### src/rtl/m2u_push_arbiter_pkg.sv
// Shared constants for the M4-to-USB push arbiter: default widths,
// requester slot assignments and the round-robin pointer advance.
package m2u_push_arbiter_pkg;

  localparam int DATA_W_DEF = 8;
  localparam int CNT_W_DEF  = 16;
  localparam int IDX_W      = 2;

  localparam logic [IDX_W-1:0] REQ_WBS  = 2'd0;
  localparam logic [IDX_W-1:0] REQ_LOOP = 2'd1;
  localparam logic [IDX_W-1:0] REQ_PAT  = 2'd2;

  function automatic logic [IDX_W-1:0] rr_next(input logic [IDX_W-1:0] idx,
                                               input int num_req);
    rr_next = ((int'(idx) + 1) >= num_req) ? '0 : idx + 1'b1;
  endfunction

endpackage

### src/rtl/m2u_push_arbiter_if.sv
// Producer-side valid/ready bundle plus the M2U FIFO push port.
// The slave modport is the arbiter's view; master is the producers/FIFO side.
interface m2u_push_arbiter_if
  import m2u_push_arbiter_pkg::*;
#(
  parameter int NUM_REQ = 2,
  parameter int DATA_W  = DATA_W_DEF
);

  logic [NUM_REQ-1:0]        req_valid_i;
  logic [NUM_REQ*DATA_W-1:0] req_data_i;
  logic [NUM_REQ-1:0]        req_ready_o;
  logic                      FIFO_m2u_full;
  logic                      FIFO_m2u_af;
  logic                      FIFO_m2u_push;
  logic [DATA_W-1:0]         FIFO_m2u_din;

  modport slave (
    input  req_valid_i, req_data_i, FIFO_m2u_full, FIFO_m2u_af,
    output req_ready_o, FIFO_m2u_push, FIFO_m2u_din
  );

  modport master (
    output req_valid_i, req_data_i, FIFO_m2u_full, FIFO_m2u_af,
    input  req_ready_o, FIFO_m2u_push, FIFO_m2u_din
  );

endinterface

### src/rtl/m2u_push_arbiter_rr_arb_core.sv
// Combinational round-robin pick: first requester at or above ptr, wrapping.
// Produces the one-hot grant, its index and an any-grant flag.
module rr_arb_core
  import m2u_push_arbiter_pkg::*;
#(
  parameter int NUM_REQ = 2
) (
  input  logic [NUM_REQ-1:0] req,
  input  logic [IDX_W-1:0]   ptr,
  output logic [NUM_REQ-1:0] gnt,
  output logic [IDX_W-1:0]   idx,
  output logic               any
);

  int j;

  // Scan from farthest offset down so the nearest valid requester wins last.
  always_comb begin
    gnt = '0;
    idx = '0;
    any = 1'b0;
    j   = 0;
    for (int k = NUM_REQ - 1; k >= 0; k--) begin
      j = int'(ptr) + k;
      if (j >= NUM_REQ) j = j - NUM_REQ;
      if (req[j]) begin
        gnt    = '0;
        gnt[j] = 1'b1;
        idx    = IDX_W'(j);
        any    = 1'b1;
      end
    end
  end

endmodule

### src/rtl/m2u_push_arbiter.sv
// Round-robin arbiter sharing the M2U FIFO push port among NUM_REQ byte
// producers, with registered push, FIFO throttling and push/stall statistics.
module m2u_push_arbiter
  import m2u_push_arbiter_pkg::*;
#(
  parameter int NUM_REQ = 2,
  parameter int DATA_W  = DATA_W_DEF,
  parameter int CNT_W   = CNT_W_DEF
) (
  input  logic              WBs_CLK_i,
  input  logic              WBs_RSTn_i,
  input  logic              enable_i,
  input  logic              cnt_clr_i,
  m2u_push_arbiter_if.slave bus,
  output logic [CNT_W-1:0]  push_cnt_o,
  output logic [CNT_W-1:0]  stall_cnt_o,
  output logic [1:0]        last_grant_o
);

  function automatic logic [CNT_W-1:0] sat_inc(input logic [CNT_W-1:0] v);
    sat_inc = (&v) ? v : v + 1'b1;
  endfunction

  logic [IDX_W-1:0]   ptr_p1;
  logic               vld_p1;
  logic [DATA_W-1:0]  din_p1;

  logic               allow_p0;
  logic [NUM_REQ-1:0] req_p0;
  logic [NUM_REQ-1:0] gnt_p0;
  logic [IDX_W-1:0]   idx_p0;
  logic               acc_p0;
  logic               stall_p0;
  logic [DATA_W-1:0]  sel_data_p0;

  // Stage p0: grant decision; under almost-full a gap cycle follows every push.
  assign allow_p0 = enable_i & ~bus.FIFO_m2u_full & ~(bus.FIFO_m2u_af & vld_p1);
  assign req_p0   = bus.req_valid_i & {NUM_REQ{allow_p0}};

  rr_arb_core #(.NUM_REQ(NUM_REQ)) u_rr_arb_core (
    .req (req_p0),
    .ptr (ptr_p1),
    .gnt (gnt_p0),
    .idx (idx_p0),
    .any (acc_p0)
  );

  assign bus.req_ready_o = WBs_RSTn_i ? gnt_p0 : '0;
  assign stall_p0        = enable_i & (|bus.req_valid_i) & ~(|bus.req_ready_o);
  assign sel_data_p0     = bus.req_data_i[int'(idx_p0)*DATA_W +: DATA_W];

  // Stage p1: registered push strobe/data, pointer and statistics.
  always_ff @(posedge WBs_CLK_i or negedge WBs_RSTn_i) begin
    if (!WBs_RSTn_i) begin
      vld_p1       <= 1'b0;
      din_p1       <= '0;
      ptr_p1       <= '0;
      last_grant_o <= '0;
      push_cnt_o   <= '0;
      stall_cnt_o  <= '0;
    end else begin
      vld_p1 <= acc_p0;
      if (acc_p0) begin
        din_p1       <= sel_data_p0;
        ptr_p1       <= rr_next(idx_p0, NUM_REQ);
        last_grant_o <= idx_p0;
      end
      if (cnt_clr_i) begin
        push_cnt_o  <= '0;
        stall_cnt_o <= '0;
      end else begin
        if (vld_p1)   push_cnt_o  <= push_cnt_o + 1'b1;
        if (stall_p0) stall_cnt_o <= sat_inc(stall_cnt_o);
      end
    end
  end

  assign bus.FIFO_m2u_push = vld_p1;
  assign bus.FIFO_m2u_din  = din_p1;

endmodule

### src/flat_wrapper.sv
// flat-port wrapper written by rule: the top's interface ports become plain ports
module m2u_push_arbiter_flat import m2u_push_arbiter_pkg::*;
#(
  parameter int NUM_REQ = 2,
  parameter int DATA_W  = DATA_W_DEF,
  parameter int CNT_W   = CNT_W_DEF
)
  (WBs_CLK_i, WBs_RSTn_i, enable_i, cnt_clr_i, push_cnt_o, stall_cnt_o, last_grant_o, bus_req_valid_i, bus_req_data_i, bus_FIFO_m2u_full, bus_FIFO_m2u_af, bus_req_ready_o, bus_FIFO_m2u_push, bus_FIFO_m2u_din);
  m2u_push_arbiter_if #(.NUM_REQ(NUM_REQ), .DATA_W(DATA_W)) bus_i ();
  input  logic WBs_CLK_i;
  input  logic WBs_RSTn_i;
  input  logic enable_i;
  input  logic cnt_clr_i;
  output logic [CNT_W-1:0] push_cnt_o;
  output logic [CNT_W-1:0] stall_cnt_o;
  output logic [1:0] last_grant_o;
  input wire logic [$bits(bus_i.req_valid_i)-1:0] bus_req_valid_i;
  input wire logic [$bits(bus_i.req_data_i)-1:0] bus_req_data_i;
  input wire logic [$bits(bus_i.FIFO_m2u_full)-1:0] bus_FIFO_m2u_full;
  input wire logic [$bits(bus_i.FIFO_m2u_af)-1:0] bus_FIFO_m2u_af;
  output wire logic [$bits(bus_i.req_ready_o)-1:0] bus_req_ready_o;
  output wire logic [$bits(bus_i.FIFO_m2u_push)-1:0] bus_FIFO_m2u_push;
  output wire logic [$bits(bus_i.FIFO_m2u_din)-1:0] bus_FIFO_m2u_din;
  assign bus_i.req_valid_i = bus_req_valid_i;
  assign bus_i.req_data_i = bus_req_data_i;
  assign bus_i.FIFO_m2u_full = bus_FIFO_m2u_full;
  assign bus_i.FIFO_m2u_af = bus_FIFO_m2u_af;
  assign bus_req_ready_o = bus_i.req_ready_o;
  assign bus_FIFO_m2u_push = bus_i.FIFO_m2u_push;
  assign bus_FIFO_m2u_din = bus_i.FIFO_m2u_din;
  m2u_push_arbiter #(.NUM_REQ(NUM_REQ), .DATA_W(DATA_W), .CNT_W(CNT_W)) u_core (.WBs_CLK_i(WBs_CLK_i), .WBs_RSTn_i(WBs_RSTn_i), .enable_i(enable_i), .cnt_clr_i(cnt_clr_i), .bus(bus_i), .push_cnt_o(push_cnt_o), .stall_cnt_o(stall_cnt_o), .last_grant_o(last_grant_o));
endmodule
### config.mk
export PLATFORM = sky130hd
export DESIGN_NAME = m2u_push_arbiter_flat
export DESIGN_NICKNAME = d
export VERILOG_FILES = /design/src/rtl/m2u_push_arbiter_pkg.sv /design/src/rtl/m2u_push_arbiter_if.sv /design/src/rtl/m2u_push_arbiter_rr_arb_core.sv /design/src/rtl/m2u_push_arbiter.sv /design/src/flat_wrapper.sv
export SDC_FILE = /design/constraint.sdc
export NUM_CORES = 1
export LEC_CHECK = 0
export ABC_AREA = 1
export CAP_MARGIN = 20
export CORE_MARGIN = 2
export CORE_UTILIZATION = 48
export DETAILED_ROUTE_END_ITERATION = 10
export PLACE_DENSITY = 0.8
export SYNTH_ARGS = -nofsm -noshare
export SYNTH_HDL_FRONTEND = slang
export SYNTH_HIERARCHICAL = 1
export SYNTH_SLANG_ARGS = --single-unit
### constraint.sdc
create_clock -name WBs_CLK_i -period 2.8 [get_ports WBs_CLK_i]
set_input_delay 0.7 -clock WBs_CLK_i [delete_from_list [all_inputs] [get_ports WBs_CLK_i]]
set_output_delay 0.7 -clock WBs_CLK_i [all_outputs]
set_load 0.02 [all_outputs]
# Word level (Yosys, flattened, before mapping)
# Index checks and enable logic that the tools add are counted.
[classes] addsub=7 n_lt_le_gt_ge=7 n_eq_ne=1 shifts=1 n_mux=25 bitwise_logic=9 reduce_logical=8
[ops] op="2-to-1 mux 16 bit" count=5
[ops] op="greater-or-equal comparator 32 x 1 -> 1 bit (second input constant)" count=2
[ops] op="greater-or-equal comparator 32 x 3 -> 1 bit (second input constant)" count=2
[ops] op="less-than comparator 32 x 3 -> 1 bit (second input constant)" count=2
[ops] op="2-to-1 mux 32 bit" count=2
[ops] op="adder 16 x 1 -> 16 bit (second input constant)" count=2
[ops] op="subtractor 32 x 3 -> 32 bit (second input constant)" count=1
[ops] op="AND reduction 16 bit" count=1
[ops] op="indexed part select 16 x 6 -> 8 bit" count=1
[ops] op="2-to-1 mux 2 bit" count=6
[ops] op="2-to-1 mux 1 bit" count=10
[ops] op="adder 2 x 1 -> 3 bit (second input constant)" count=2
[ops] op="AND 1 bit" count=5
[ops] op="nonzero test 2 bit" count=2
[ops] op="OR reduction 2 bit" count=2
[ops] op="inverter 1 bit" count=3
[ops] op="subtractor 2 x 2 -> 3 bit (second input constant)" count=1
[ops] op="adder 2 x 1 -> 2 bit (second input constant)" count=1
[ops] op="AND 2 bit" count=1
[ops] op="demux 1 bit (select 1 bit)" count=2
[ops] op="greater-or-equal comparator 2 bit (second input constant)" count=1
[ops] op="logical AND 1 bit" count=2
[ops] op="inequality test 2 bit (second input constant)" count=1
[ops] op="AND reduction 2 bit" count=1
[totals] register_bits=45 out_inout_bits=45 word_cells=64

# Longest topological paths before layout
# Gate-level depths: netlist of run 1.
[logic_depth] word_depth=15 depth_mapped=13 depth_no_buf=13

# Hierarchy
# Netlist of run 1, hierarchy kept.
[modules_own_cells] mod="m2u_push_arbiter" instances=1 cells_each=330 area_each_um2=2446.1 seq_area_each_um2=1126.1
[modules_own_cells] mod="rr_arb_core" instances=1 cells_each=13 area_each_um2=51.3 seq_area_each_um2=0.0

# Worst setup path before layout of run 1
# No wires, ideal clock.
[synth_path] path_kind="in2reg" from="in bus_FIFO_m2u_af" to="reg u_core.ptr_p1[1]" setup_ns=0.118 arrival_ns=2.210 required_ns=2.682 slack_ns=0.472 stages=8 path_buffers=0 cell_sequence="a211o_1 -> nor2_1 -> inv_1 -> nor2_1 -> clkinv_1 -> ha_1 -> nand3_1 -> nand2_1"
[synth_between] elab_chain_cells=12
[synth_lines] item="from (decl)" line="flat_wrapper.sv:20" source="input wire logic [$bits(bus_i.FIFO_m2u_af)-1:0] bus_FIFO_m2u_af;"
[synth_lines] item="AND 1 bit (*)" line="m2u_push_arbiter.sv:37" source="assign allow_p0 = enable_i & ~bus.FIFO_m2u_full & ~(bus.FIFO_m2u_af & vld_p1);"
[synth_lines] item="inverter 1 bit (*)" line="m2u_push_arbiter.sv:37"
[synth_lines] item="AND 1 bit (*)" line="m2u_push_arbiter.sv:37"
[synth_lines] item="AND 2 bit (*)" line="m2u_push_arbiter.sv:38" source="assign req_p0 = bus.req_valid_i & {NUM_REQ{allow_p0}};"
[synth_lines] item="via u_core.req_p0[1]" line="m2u_push_arbiter.sv:29" source="logic [NUM_REQ-1:0] req_p0;"
[synth_lines] item="2-to-1 mux 1 bit (not written as such) (3 in a row)" line="m2u_push_arbiter_rr_arb_core.sv:26" source="if (req[j]) begin"
[synth_lines] item="2-to-1 mux 2 bit" line="m2u_push_arbiter_rr_arb_core.sv:26"
[synth_lines] item="2-to-1 mux 2 bit (*)" line="m2u_push_arbiter_rr_arb_core.sv:26"
[synth_lines] item="via u_core.idx_p0[0]" line="m2u_push_arbiter.sv:31" source="logic [IDX_W-1:0] idx_p0;"
[synth_lines] item="adder 2 x 1 -> 3 bit" line="m2u_push_arbiter_pkg.sv:15" source="rr_next = ((int'(idx) + 1) >= num_req) ? '0 : idx + 1'b1;"
[synth_lines] item="greater-or-equal comparator 32 x 3 -> 1 bit" line="m2u_push_arbiter_pkg.sv:15"
[synth_lines] item="2-to-1 mux 2 bit (*)" line="m2u_push_arbiter_pkg.sv:15"
[synth_lines] item="to (signal assigned)" line="m2u_push_arbiter.sv:65" source="ptr_p1 <= rr_next(idx_p0, NUM_REQ);"
[synth_lines] item="to (decl)" line="m2u_push_arbiter.sv:24" source="logic [IDX_W-1:0] ptr_p1;"
# The timed path passes the listed nets; every way through them passes the cells marked *. The select of a mux whose other input is x is not followed.
# A chain may end at the register's enable or synchronous reset.

# Worst setup path after layout of run 1
[layout_path] from="in bus_req_valid_i[0]" to="out bus_req_ready_o[0]"
[layout_between] elab_chain_cells=7
[layout_lines] item="from (decl)" line="flat_wrapper.sv:17" source="input wire logic [$bits(bus_i.req_valid_i)-1:0] bus_req_valid_i;"
[layout_lines] item="AND 2 bit (*)" line="m2u_push_arbiter.sv:38"
[layout_lines] item="via u_core.req_p0[0]" line="m2u_push_arbiter.sv:29"
[layout_lines] item="2-to-1 mux 1 bit (not written as such) (3 in a row)" line="m2u_push_arbiter_rr_arb_core.sv:26"
[layout_lines] item="2-to-1 mux 2 bit" line="m2u_push_arbiter_rr_arb_core.sv:26"
[layout_lines] item="2-to-1 mux 2 bit (*)" line="m2u_push_arbiter_rr_arb_core.sv:26"
[layout_lines] item="via u_core.gnt_p0[0]" line="m2u_push_arbiter.sv:30" source="logic [NUM_REQ-1:0] gnt_p0;"
[layout_lines] item="2-to-1 mux 2 bit (*)" line="m2u_push_arbiter.sv:48" source="assign bus.req_ready_o = WBs_RSTn_i ? gnt_p0 : '0;"
[layout_lines] item="to (decl)" line="flat_wrapper.sv:21" source="output wire logic [$bits(bus_i.req_ready_o)-1:0] bus_req_ready_o;"
# Marked as above.

==> summary.md, run 1 <==
| Metric | Value |
|---|---|
| Total wire length | 6.106 mm |
| Maximum vdd ir drop | 0.2549 mV |
| RSZ-0062 raised after global routing | no |
| Distinct cell type count of the synthesized netlist | 27 |
| Syn. warnings | 6 |
| TritonCTS sink count | 45 |
| Num ports | 69 |
| Area of the mapped netlist | 0.002497 mm² |
| Die Width | 76.13 µm |
| Worst r2r path cells | 11 |
| Minimum period implied by the final worst setup slack | 2.579 ns |
| Leakage power of the design | 1.584 nW |
| Top post-synthesis cells by area | dfrtp_1, nand2_1, o21ai_0 |
| Power Density | 431.2 mW/mm² |
| Achievable Freq | 387.8 MHz |
| Reg2reg end | u_core/stall_cnt_o[14] |
| Post-layout power | 1.491 mW |
| Cells after synthesis | 343 |
| Worst-skew pair later-pin latency | 0.30 ns |
| Number of flops mapped to enable cells by yosys | 0 |
| Number of violations reported at the end of detailed-routing iteration 0 | 197 |
| Kind of path behind the tightest hold check | input port to asynchronous set/reset pin |
| Aggregate global routing overflow | 0 |
| Clock skew after layout | 0.007248 ns |
| Detailed Place HPWL | 4.494 mm |
| Max-slew violations | 0 |
| Crit start category | input port |
| Longest Clk Path Bufs | 2 |
| Library cell with the highest instance count after synthesis | nand2_1 |
| Hold Worst Slack | 0.2218 ns |
| Status | finished clean |
| Number of antenna violations at the first check in global routing | 0 |
| Mean routed wirelength per cell | 12.29 µm |
| Fin crit share | 92.10% |
| Final setup violating endpoints | 0 |
| Maximum number of pins on one net before global-route repair | 45 |
| TritonCTS clock tree | yes |
| Global router's overall resource usage | 21.35% |
| DRC violation count after routing | 0 |
| Setup CP Type | input port to output port |
| H-tree Lvls | 2 |
| First-pass detailed-route iteration total | 4 |
| Number of maximum-capacitance violations | 0 |
| Data required time at the worst endpoint | 2.10 ns |
| Antenna diode count | 0 |
| Actual transition at the worst max-transition pin | 0.5398 ns |
| Placer Congestion | 0.8940 |
| Beginning of the worst register-to-register path | u_core/bus.FIFO_m2u_push |
| Fraction of layout cells with a size suffix above 1 | 9.368% |
| Area of the die | 0.005796 mm² |
| WP data arrival | 1.88 ns |
| Final number of hold-violating endpoints | 0 |
| Net count reported at finish | 455 |
| Proportion of netlist area held by the largest area contributor | 45.09% |
| Commonest register cell after synthesis | dfrtp_1 |
| Worst-path fanout max | 3 |
| Vias per std cell | 5.020 |
| Total number of vias | 2495 |
| Share of synthesized flip-flops with an asynchronous set or reset | 100.0% |
| Average instance area after synthesis | 7.281 µm² |
| Critical Path End Type | output port |
| Clock edge transition at the registers on the reported setup and hold paths | 0.08 ns |
| Chip Height | 76.13 µm |
| Area of the core | 0.005075 mm² |
| Max-slew headroom at the worst pin | 64.01% |
| Area added between synthesis and finish | 38.48% |
| Largest area contributor in the synthesized netlist | dfrtp_1 |
| Post-synthesis register bit count | 45 |
| Number of fill cells | 448 |
| Count of input and output buffers | 68 |
| Rows | 26 |
| Minimum setup slack among reg-to-reg paths | 0.62 ns |
| Initial core utilization | 49.21% |
| Number of global-route vias before repair | 2227 |
| Wire length of the first global-routing pass | 10.26 mm |
| Most used standard cells in the synthesized netlist | nand2_1, nor2_1, dfrtp_1 |
| Clock root buffer master | clkbuf_8 |
| Routed Antenna Nets | 0 |
| Seq/Total Area, Yosys | 45.09% |
| Syn_nets | 371 |
| Inserted Clock Buffers | 5 |
[cells in the final DEF (no fill, tap or decap), drive strengths merged]
| master | synthesis | routed |
|---|---|---|
| o21a | 2 | 2 |
| nand2 | 88 | 88 |
| clkbuf | 1 | 5 |
| clkinv | 1 | 2 |
| nor3 | 5 | 5 |
| nor2 | 55 | 55 |
| inv | 38 | 38 |
| buf | 6 | 19 |
| clkdlybuf4s50 | 0 | 62 |
| nand3 | 24 | 24 |
| a21oi | 12 | 12 |
| dlymetal6s2s | 0 | 3 |
| nor2b | 1 | 1 |
| ha | 4 | 4 |
| bufinv | 0 | 1 |
| xor2 | 4 | 4 |
| dfrtp | 45 | 45 |
| o21bai | 2 | 2 |
| xnor2 | 1 | 1 |
| nand4 | 7 | 7 |
| o21ai | 45 | 45 |
| a211o | 1 | 1 |
| and3 | 1 | 1 |
[critical path: stages]
cell             delay (ns)
clkdlybuf4s50_1        0.48
inv_1                  0.05
nor2_2                 0.13
nand2_1                0.09
nor2_2                 0.14
nand2_1                0.09
inv_1                  0.08
buf_6                  0.11
[state kept, by name, indices dropped and copies added, names as in the netlist]
register,flops
u_core/last_grant_o,2
u_core/stall_cnt_o,16
u_core/push_cnt_o,16
u_core/bus.FIFO_m2u_push,1
u_core/bus.FIFO_m2u_din,8
u_core/ptr_p1,2
[worst max-delay path by stage]
stage,startpoint,to,cells past startpoint
after floorplan,bus_FIFO_m2u_af,u_core/ptr_p1[1],8
after global routing,bus_req_valid_i[0],bus_req_ready_o[0],8
after global placement,enable_i,bus_req_ready_o[1],9
after CTS,enable_i,bus_req_ready_o[1],9
after detailed placement,enable_i,bus_req_ready_o[0],9
final,bus_req_valid_i[0],bus_req_ready_o[0],8
[per-layer routing]
layer	GRT usage (%)	up-vias	share of wire [%]	wire [µm]
met5	0	-	0	0
met2	35.09	89	48	2933
li1	-	1273	-	-
met4	5.455	0	0.82	50
met3	5.924	6	8.7	533
met1	28.12	1127	42	2589
[through the flow]
step	cells	setup WS [ns]	area (µm²)	TNS [ns]	utilization, %
after floorplan	343	0.4723	2497	0	-
after global placement	487	-0.4039	3309	-0.8063	65.21
after detailed placement	487	-0.4324	3309	-1.541	65.21
after CTS	494	0.009562	3406	0	67.11
after global routing	497	0.1193	3458	0	68.15
final	497	0.2211	3458	0	68.15
[repair_timing]
item | in CTS | in global routing
hold buffers | 0 | 0
resized for setup | 9 | 12
pin swaps | 0 | 5
buffers inserted | 0 | 3
endpoints found under the setup margin | 2 | 2
endpoints found under the hold margin | 0 | 0
[report_power, final]
| group | internal [mW] | total [mW] | switching, mW |
|---|---|---|---|
| Sequential | 0.690 | 0.724 | 0.0339 |
| Clock | 0.260 | 0.478 | 0.219 |
| Combinational | 0.136 | 0.289 | 0.153 |
[cell families after synthesis]
| logic type | after synthesis | share of synthesized area (%) |
|---|---|---|
| DFF | 45 | 45.09 |
| adders and majority gates | 4 | 2.004 |
| xor gates and xnor gates | 5 | 1.753 |
| and+or+nand+nor | 181 | 30.36 |
| AOI/OAI and AO/OA | 62 | 12.98 |
| buffers and inverters | 46 | 7.815 |
[cell type report]
type	count	area, µm²	share of cell area (%)
clock buffers	5	68.82	1.990
clock inverters	2	35.03	1.013
inverters	39	146.4	4.233
multi-input cells	252	1189	34.37
flip-flops and latches	45	1126	32.56
well taps	70	87.58	2.533
repair buffers	84	805.8	23.30
Note: power is estimated with default switching activity, not from simulation.
==> run 2: changes to the inputs <==
--- a/config.mk
+++ b/config.mk
@@ -10,7 +10,7 @@
 export CORE_MARGIN = 2
 export CORE_UTILIZATION = 48
 export DETAILED_ROUTE_END_ITERATION = 10
-export PLACE_DENSITY = 0.8
+export PLACE_DENSITY = 0.9
 export SYNTH_ARGS = -nofsm -noshare
 export SYNTH_HDL_FRONTEND = slang
 export SYNTH_HIERARCHICAL = 1
==> summary.md, run 2 (same netlist as run 1, synthesis figures left out) <==
| Metric | Value |
|---|---|
| Count of input and output buffers | 68 (unchanged) |
| Maximum vdd ir drop | 0.2966 mV (was 0.2549 mV) |
| Number of violations reported at the end of detailed-routing iteration 0 | 207 (was 197) |
| Initial core utilization | 49.21% (unchanged) |
| Final non-filler cell area | 0.003458 mm² (unchanged) |
| Achievable Freq | 369.3 MHz (was 387.8 MHz) |
| Beginning of the worst register-to-register path | u_core/bus.FIFO_m2u_push (unchanged) |
| Actual transition at the worst max-transition pin | 0.5516 ns (was 0.5398 ns) |
| Hold Path Sink | u_core/bus.FIFO_m2u_din[4] |
| Area added between synthesis and finish | 38.48% (unchanged) |
| Worst-path fanout max | 3 (unchanged) |
| Maximum number of pins on one net before global-route repair | 46 (was 45) |
| Routed Antenna Nets | 0 (unchanged) |
| Count of hold-fix buffers inserted at cts | 0 (unchanged) |
| Most numerous cell on the critical path | nor2_2 |
| Critical Path End Type | output port (unchanged) |
| Leakage power of the design | 1.568 nW (was 1.584 nW) |
| Number of maximum-capacitance violations | 0 (unchanged) |
| First-pass detailed-route iteration total | 4 (unchanged) |
| Number of fill cells | 423 (was 448) |
| Number of antenna violations at the first check in global routing | 0 (unchanged) |
| Reg2reg end | u_core/stall_cnt_o[1] (was u_core/stall_cnt_o[14]) |
| Post-layout power | 1.527 mW (was 1.491 mW) |
| Worst r2r path cells | 12 (was 11) |
| Chip Height | 76.13 µm (unchanged) |
| Setup CP Type | input port to output port (unchanged) |
| Hold Worst Slack | 0.4919 ns (was 0.2218 ns) |
| Final number of hold-violating endpoints | 0 (unchanged) |
| Placed cell count | 487 (unchanged) |
| Inserted Clock Buffers | 5 (unchanged) |
| Data required time at the worst endpoint | 2.10 ns (about the same) |
| Number of global-route vias before repair | 2373 (was 2227) |
| Antenna diode count | 0 (unchanged) |
| Final core utilization | 68.15% (unchanged) |
| Minimum setup slack among reg-to-reg paths | 0.68 ns (was 0.62 ns) |
| Area of the die | 0.005796 mm² (unchanged) |
| Clock root buffer master | clkbuf_8 (unchanged) |
| Area of the core | 0.005075 mm² (unchanged) |
| Mean routed wirelength per cell | 12.86 µm (was 12.29 µm) |
| RSZ-0062 raised after global routing | no (unchanged) |
| Status | finished clean (unchanged) |
| WP data arrival | 2.01 ns (was 1.88 ns) |
| Max-slew headroom at the worst pin | 63.23% (was 64.01%) |
| Detailed Place HPWL | 4.653 mm (was 4.494 mm) |
| Placer Congestion | 0.9398 (was 0.8940) |
| Wire length of the first global-routing pass | 10.76 mm (was 10.26 mm) |
| Total wire length | 6.379 mm (was 6.106 mm) |
| Global router's overall resource usage | 22.77% (was 21.35%) |
| Total cell area at the placement stage | 0.003309 mm² (unchanged) |
| Num ports | 69 (unchanged) |
| Most common cell after layout, fill and taps aside | nand2_1 (unchanged) |
| Final worst setup slack | 0.09224 ns (was 0.2211 ns) |
| Net count reported at finish | 453 (was 455) |
| Kind of path behind the tightest hold check | flop to flop (was input port to asynchronous set/reset pin) |
| Total number of vias | 2602 (was 2495) |
| Minimum period implied by the final worst setup slack | 2.708 ns (was 2.579 ns) |
| Clock edge transition at the registers on the reported setup and hold paths | 0.08 ns (about the same) |
| Worst-skew pair later-pin latency | 0.30 ns (about the same) |
| TritonCTS sink count | 45 (unchanged) |
| Max-slew violations | 0 (unchanged) |
| Final setup violating endpoints | 0 (unchanged) |
| Fin crit share | 96.71% (was 92.10%) |
| Worst slack at placement | -0.4349 ns (was -0.4324 ns) |
| Power Density | 441.5 mW/mm² (was 431.2 mW/mm²) |
| Vias per std cell | 5.246 (was 5.020) |
| Die Width | 76.13 µm (unchanged) |
| Rows | 26 (unchanged) |
| Aggregate global routing overflow | 0 (unchanged) |
| Ordered cell list for the critical path | clkdlybuf4s50_1 -> a211o_1 -> nor2_2 -> inv_2 -> nor2_4 -> nor2_2 -> nand2_1 -> inv_1 -> buf_6 (was clkdlybuf4s50_1 -> inv_1 -> nor2_2 -> nand2_1 -> nor2_2 -> nand2_1 -> inv_1 -> buf_6) |
| DRC violation count after routing | 0 (unchanged) |
| Finished Layout Cells | 496 (was 497) |
| Slowest stage delay, CP | 0.40 ns (was 0.48 ns) |
| TritonCTS clock tree | yes (unchanged) |
| Crit start category | input port (unchanged) |
| H-tree Lvls | 2 (unchanged) |
| Start point of the worst hold path | u_core/bus.FIFO_m2u_din[4] |
| Fraction of layout cells with a size suffix above 1 | 9.624% (was 9.368%) |
| Clock skew after layout | 0.006965 ns (was 0.007248 ns) |
| Worst hold stages | 2 |
| Longest Clk Path Bufs | 2 (unchanged) |
| Crit-path slowest cell | clkdlybuf4s50_1 (unchanged) |
| Most frequent cells in the layout | nand2_1, clkdlybuf4s50_1, nor2_1, dfrtp_1, o21ai_0 (unchanged) |
| Final TNS setup | 0 ns (unchanged) |
## run 2: metal layers
metal	vias to the layer above	global-route usage [%]	wire length, µm
li1	1262	-	-
met1	1216	28.67	2622
met2	116	37.68	3151
met3	8	6.280	527
met4	0	8.364	78
met5	-	0	0
## run 2: cell type report
class,instances,area [µm²],area share [%]
Sequential cell,45,1126,32.56
Inverter,39,146.4,4.233
Timing Repair Buffer,82,788.3,22.79
Multi-Input combinational cell,252,1194,34.52
Tap cell,70,87.58,2.533
Clock buffer,7,86.33,2.496
Clock inverter,1,30.03,0.8683
## run 2: worst max-delay path by stage
stage	from	to	cells past startpoint	slack, ns
after floorplan	bus_FIFO_m2u_af	u_core/ptr_p1[1]	8	0.47
after global placement	enable_i	bus_req_ready_o[0]	9	-0.39
after detailed placement	enable_i	bus_req_ready_o[0]	9	-0.43
after CTS	enable_i	bus_req_ready_o[1]	9	0.01
after global routing	bus_FIFO_m2u_full	bus_req_ready_o[0]	8	0.02
final	bus_FIFO_m2u_full	bus_req_ready_o[1]	9	0.09
## run 2: power by group
group | switching (mW) | total [mW] | internal (mW) | leakage (nW)
Combinational | 0.156 | 0.291 | 0.136 | 0.903
Sequential | 0.0339 | 0.724 | 0.690 | 0.606
Clock | 0.220 | 0.511 | 0.291 | 0.0585
Total | 0.410 | 1.53 | 1.12 | 1.57
## run 2: timing repair
action,4_1_cts,5_1_grt
resized for setup,9,14
buffers inserted,0,1
pin swaps,0,6
endpoints found under the setup margin,2,2
## run 2: worst max-delay path, delay by kind of cell
family,cells,cell delay (ns)
simple gates,4,0.40
buf+inv,4,0.65
compound gates,1,0.27
==> run 3: changes to the inputs <==
--- a/config.mk
+++ b/config.mk
@@ -9,6 +9,7 @@
 export CAP_MARGIN = 20
 export CORE_MARGIN = 2
 export CORE_UTILIZATION = 48
+export CTS_CLUSTER_SIZE = 40
 export DETAILED_ROUTE_END_ITERATION = 10
 export PLACE_DENSITY = 0.9
 export SYNTH_ARGS = -nofsm -noshare
==> results of run 3 <==
No change in the layout: final DEF, timing and power equal those of run 2.
